File: src/rtl/mips_cpu_muldiv.sv
// mips_cpu_muldiv: multi-cycle MULT/MULTU/DIV/DIVU unit with HI/LO registers.
// Multiplies use a shift-add loop and divides use a restoring loop. Each takes
// 32 iterations followed by a sign-fixup cycle.
// Optional macro MIPS_CPU_MULDIV_FAST_MULT_EN switches multiplies to a
// single-cycle 64-bit multiplier. Divides are not affected by it.
module mips_cpu_muldiv (
  input  logic        clk,
  input  logic        reset,
  input  logic        start,
  input  logic [2:0]  op,
  input  logic [31:0] a,
  input  logic [31:0] b,
  output logic        busy,
  output logic        done,
  output logic [31:0] hi,
  output logic [31:0] lo
);
  localparam logic [2:0] OP_MULT = 3'd1, OP_MULTU = 3'd2, OP_DIV = 3'd3,
                         OP_DIVU = 3'd4, OP_MTHI  = 3'd5, OP_MTLO = 3'd6;

  typedef enum logic [1:0] {S_IDLE, S_CALC, S_FINISH} state_t;
  state_t state_q, state_d;

  logic [4:0]  cnt_q, cnt_d;
  // Mul: {partial product, multiplier}. Div: {remainder, dividend/quotient}.
  logic [63:0] acc_q, acc_d;
  logic [31:0] opb_q, opb_d;     // multiplicand or divisor magnitude
  logic [31:0] araw_q, araw_d;   // raw dividend, returned in HI on divide-by-zero
  logic        is_div_q, is_div_d;
  logic        neg_p_q, neg_p_d; // negate product / quotient
  logic        neg_r_q, neg_r_d; // negate remainder
  logic        dbz_q, dbz_d;
  logic [31:0] hi_q, hi_d, lo_q, lo_d;
  logic        done_q, done_d;

  logic        op_mul, op_div, op_sgn;
  logic [31:0] abs_a, abs_b;
  logic [32:0] msum, rsh, dtr;
  logic        qbit;

  assign op_mul = (op == OP_MULT) || (op == OP_MULTU);
  assign op_div = (op == OP_DIV)  || (op == OP_DIVU);
  assign op_sgn = (op == OP_MULT) || (op == OP_DIV);
  assign abs_a  = (op_sgn && a[31]) ? -a : a;
  assign abs_b  = (op_sgn && b[31]) ? -b : b;

  // One shift-add step and one restoring-divide step, from the current acc.
  assign msum = {1'b0, acc_q[63:32]} + {1'b0, opb_q};
  assign rsh  = acc_q[63:31];
  assign dtr  = rsh - {1'b0, opb_q};
  assign qbit = ~dtr[32];

`ifdef MIPS_CPU_MULDIV_FAST_MULT_EN
  logic [63:0] sprod, uprod;
  assign sprod = {{32{a[31]}}, a} * {{32{b[31]}}, b};
  assign uprod = {32'b0, a} * {32'b0, b};
`endif

  assign busy = (state_q != S_IDLE);
  assign done = done_q;
  assign hi   = hi_q;
  assign lo   = lo_q;

  // State register.
  always_ff @(posedge clk) begin
    if (reset) state_q <= S_IDLE;
    else       state_q <= state_d;
  end

  // Datapath and result registers.
  always_ff @(posedge clk) begin
    if (reset) begin
      cnt_q <= '0; acc_q <= '0; opb_q <= '0; araw_q <= '0;
      is_div_q <= 1'b0; neg_p_q <= 1'b0; neg_r_q <= 1'b0; dbz_q <= 1'b0;
      hi_q <= '0; lo_q <= '0; done_q <= 1'b0;
    end else begin
      cnt_q <= cnt_d; acc_q <= acc_d; opb_q <= opb_d; araw_q <= araw_d;
      is_div_q <= is_div_d; neg_p_q <= neg_p_d; neg_r_q <= neg_r_d; dbz_q <= dbz_d;
      hi_q <= hi_d; lo_q <= lo_d; done_q <= done_d;
    end
  end

  // Next-state, iteration and HI/LO write logic.
  always_comb begin
    state_d  = state_q;
    cnt_d    = cnt_q;
    acc_d    = acc_q;
    opb_d    = opb_q;
    araw_d   = araw_q;
    is_div_d = is_div_q;
    neg_p_d  = neg_p_q;
    neg_r_d  = neg_r_q;
    dbz_d    = dbz_q;
    hi_d     = hi_q;
    lo_d     = lo_q;
    done_d   = 1'b0;
    case (state_q)
      S_IDLE: begin
        if (start) begin
          if (op_div) begin
            state_d  = S_CALC;
            cnt_d    = 5'd31;
            acc_d    = {32'b0, abs_a};
            opb_d    = abs_b;
            araw_d   = a;
            is_div_d = 1'b1;
            neg_p_d  = op_sgn && (a[31] ^ b[31]);
            neg_r_d  = op_sgn && a[31];
            dbz_d    = (b == 32'b0);
          end else if (op_mul) begin
`ifdef MIPS_CPU_MULDIV_FAST_MULT_EN
            {hi_d, lo_d} = (op == OP_MULT) ? sprod : uprod;
            done_d       = 1'b1;
`else
            state_d  = S_CALC;
            cnt_d    = 5'd31;
            acc_d    = {32'b0, abs_b};
            opb_d    = abs_a;
            araw_d   = a;
            is_div_d = 1'b0;
            neg_p_d  = op_sgn && (a[31] ^ b[31]);
            neg_r_d  = 1'b0;
            dbz_d    = 1'b0;
`endif
          end else if (op == OP_MTHI) begin
            hi_d = a;
          end else if (op == OP_MTLO) begin
            lo_d = a;
          end
        end
      end
      S_CALC: begin
        if (is_div_q) acc_d = {(qbit ? dtr[31:0] : rsh[31:0]), acc_q[30:0], qbit};
        else          acc_d = acc_q[0] ? {msum, acc_q[31:1]} : {1'b0, acc_q[63:1]};
        cnt_d = cnt_q - 5'd1;
        if (cnt_q == 5'd0) state_d = S_FINISH;
      end
      S_FINISH: begin
        if (is_div_q) begin
          if (dbz_q) begin
            hi_d = araw_q;
            lo_d = 32'hFFFF_FFFF;
          end else begin
            lo_d = neg_p_q ? -acc_q[31:0]  : acc_q[31:0];
            hi_d = neg_r_q ? -acc_q[63:32] : acc_q[63:32];
          end
        end else begin
          {hi_d, lo_d} = neg_p_q ? -acc_q : acc_q;
        end
        done_d  = 1'b1;
        state_d = S_IDLE;
      end
      default: state_d = S_IDLE;
    endcase
  end
endmodule

File: config.mk
export PLATFORM = sky130hd
export DESIGN_NAME = mips_cpu_muldiv
export DESIGN_NICKNAME = d
export VERILOG_FILES = /design/src/rtl/mips_cpu_muldiv.sv
export SDC_FILE = /design/constraint.sdc
export NUM_CORES = 1
export LEC_CHECK = 0
export BUFFER_PORTS_ARGS = -buffer_cell sky130_fd_sc_hd__buf_4
export CORE_MARGIN = 4
export CORE_UTILIZATION = 44
export CTS_CLUSTER_SIZE = 12
export DETAILED_ROUTE_END_ITERATION = 12
export PLACE_DENSITY = 0.69
export SLEW_MARGIN = 20
export SYNTH_ARGS = -nofsm -noshare
export SYNTH_HDL_FRONTEND = slang
export SYNTH_SLANG_ARGS = --single-unit
File: constraint.sdc
create_clock -name clk -period 3.9 [get_ports clk]
set_input_delay 0.39 -clock clk [delete_from_list [all_inputs] [get_ports clk]]
set_output_delay 0.39 -clock clk [all_outputs]
set_load 0.1 [all_outputs]
==> results.cfg <==
[status]
status = finished clean

[critical_path]
r2r_slack_ns = 0.28
crit_fanout = 15
end_kind = register
r2r-end = acc_q[37]
worstRegToRegCells = 13
r2r_start = acc_q[31]
crit_required_ns = 4.34
path_class = reg -> reg
cp-start-kind = register
crit_arrival_ns = 4.07

[global_routing]
grtUsageTotal_pct = 30.33
grt_pass1_wl_um = 100400
grt_max_degree = 97
grt_pass1_vias = 17320
antenna_found_initial = 0
grt_overflow = 0

[clock_network]
clk_latency_ns = 0.55
clk_pin_slew_ns = 0.07
cts_root_buf = clkbuf_16
cts_buffer_depth = 3
cts.repair.resized = 0
htree_levels = 1
cts_tree = done
postCtsHoldBufs = 0
post_cts_buffers = 0
numCtsBuffers = 25
cts_sinks = 204

[die]
initial_core_util_pct = 44.69
dieArea_sq_um = 41550
rows = 71
die_h_um = 203.8
die_x_um = 203.8
pin_count = 136
core_sq_um = 37760

[drt]
drt-total-wl_um = 65620
drcViolationCount = 0
firstDrtPassIters = 8
vias = 18280
viasPerCell = 6.250
ant_nets = 0
drt-initial-drc-count = 1697
wire_per_inst_um = 22.43

[yosys]
yosysWarnings = 0
syn-num-nets = 2515
synthCells = 2373
synth.area.top_cells = dfxtp_1 24%, nand2_1 7.7%, a21oi_1 7.6%
synthArstFlopShare_pct = 0
ys_types = 69
yosysTopAreaCellShare_pct = 24.20
synth_area_sq_um = 16870
yosysMostFrequentCell = nand2_1
yosysTopAreaCell = dfxtp_1
synthFlopType = dfxtp_1
avgSynthCellArea_sq_um = 7.111
synth_common_cells = 345 x nand2_1, 255 x a21oi_1, 204 x dfxtp_1, 197 x nor2_1, 179 x clkbuf_1
synth_edf_count = 0
ys_seq_elements = 204
yosysSeqAreaShare_pct = 24.20

[timing]
setup-violations-final = 0
tns_ns = 0
skew_ns = 0.01771
worst_slack_ns = 0.2767
max-slew-margin-rel_pct = 26.35
fin_crit_sh_pct = 92.90
min_period_ns = 3.623
max_freq_ghz = 0.2760
final_max_slew_viol_count = 0
tightestPinTransition_ns = 1.103
final_hold_viol_count = 0
rsz0062_at_grt = no

[pwr]
power_density_nw_per_um2 = 415.2
p_leak_nw = 7.304
total_power_mw = 7.950
irDropWorstVdd_mv = 0.3026

[layout]
fill_cells = 3764
area_growth_pct = 13.48
nNetsFinal = 2539
n_antenna_cell = 0
seqCellArea_sq_um = 4091
final_area_sq_um = 19150
utilization_pct = 50.72
drive_gt1_share_pct = 11.35
multi_input_area_sq_um = 11780

[place]
io_buffers = 135
gp_congestion = 0.9661
dp_hpwl_um = 48850
placed_area_sq_um = 18340
preCtsSetupSlack_ns = 0.3677

[min_path]
min_path_cells = 3
hold_start = a[5]
hold_path_class = in -> reg
hold_end = araw_q[5]

[run]
drv_cap = 0
==> cells by family after synthesis <==
kind of cell,share of synthesized area (%)
and+or+nand+nor,21.17
AOI/OAI and AO/OA,28.39
buffers and inverters,6.273
DFF,24.20
xor gates and xnor gates,10.54
adders and majority gates,5.428
muxes,3.997
==> sequential cells by signal (all words and copies together), names as in the netlist <==
| signal | cells |
|---|---|
| acc_q | 64 |
| araw_q | 32 |
| hi | 32 |
| lo | 32 |
| opb_q | 32 |
| cnt_q | 5 |
| state_q | 2 |
| dbz_q | 1 |
| done | 1 |
| is_div_q | 1 |
| neg_p_q | 1 |
| neg_r_q | 1 |
==> report_power, final <==
group	internal (mW)	leakage, nW	switching, mW
registers	2.26	1.67	0.251
logic	1.08	5.24	1.99
clock network	1.37	0.399	0.995
total	4.72	7.30	3.23
==> through the flow <==
step	hold WS (ns)	instances
floorplan	0.4332	2373
global placement	0.4385	2881
detailed placement	0.4484	2881
CTS	0.1320	2925
global route	0.1371	2925
finish	0.1407	2925
==> critical path, cell delays in order (launching register included) <==
cell and delay (ns):
dfxtp_1 0.41, inv_1 0.09, ha_1 0.24, fa_1 0.39, nand2b_1 0.20, a21oi_1 0.24, o21a_1 0.22, o2111ai_1 0.20
o2111a_1 0.33, xnor2_2 0.32, buf_4 0.33, mux2i_1 0.25, a21oi_1 0.10, a22o_1 0.21
==> cell type report <==
| type | instances | area share [%] |
|---|---|---|
| Sequential cell | 204 | 21.37 |
| Clock buffer | 37 | 3.868 |
| Clock inverter | 7 | 0.3659 |
| Multi-Input combinational cell | 1892 | 61.53 |
| Timing Repair Buffer | 201 | 8.096 |
| Tap cell | 511 | 3.339 |
| Inverter | 73 | 1.431 |
==> layer usage <==
metal,part of all wire [%],GRT usage (%),vias up,routed length (um)
met4,5.0,12.58,0,3250
met3,10,7.997,181,6585
met2,45,48.46,895,29810
li1,-,-,8520,-
met5,0,0,-,0
met1,40,38.93,8686,25970
==> how the worst max path moves through the flow <==
stage	to	slack, ns	start	depth (start not counted)
floorplan	acc_q[49]	0.25	acc_q[32]	14
global placement	acc_q[31]	0.44	b[0]	11
detailed placement	acc_q[37]	0.37	acc_q[31]	13
CTS	acc_q[37]	0.33	acc_q[31]	13
global route	hi[17]	0.02	acc_q[12]	9
finish	acc_q[37]	0.28	acc_q[31]	13
==> layout by cell type (no fill, tap or decap), types with 15 or more instances in the layout <==
master / n
a211oi_1: 56
a21o_1: 27
a21oi_1: 255
a22o_1: 15
a311oi_1: 22
buf_4: 197
clkbuf_16: 25
dfxtp_1: 200
ha_1: 70
inv_1: 72
mux2i_1: 64
nand2_1: 344
nand2b_1: 23
nand3_1: 39
nor2_1: 194
nor2b_1: 25
nor3_1: 53
nor4_1: 19
o211ai_1: 39
o21a_1: 15
o21ai_0: 149
o221ai_1: 32
o22ai_1: 20
o31ai_1: 29
or3_1: 22
or4_1: 15
xnor2_1: 139
xor2_1: 63
No activity file was read; power rests on OpenSTA's default activity.
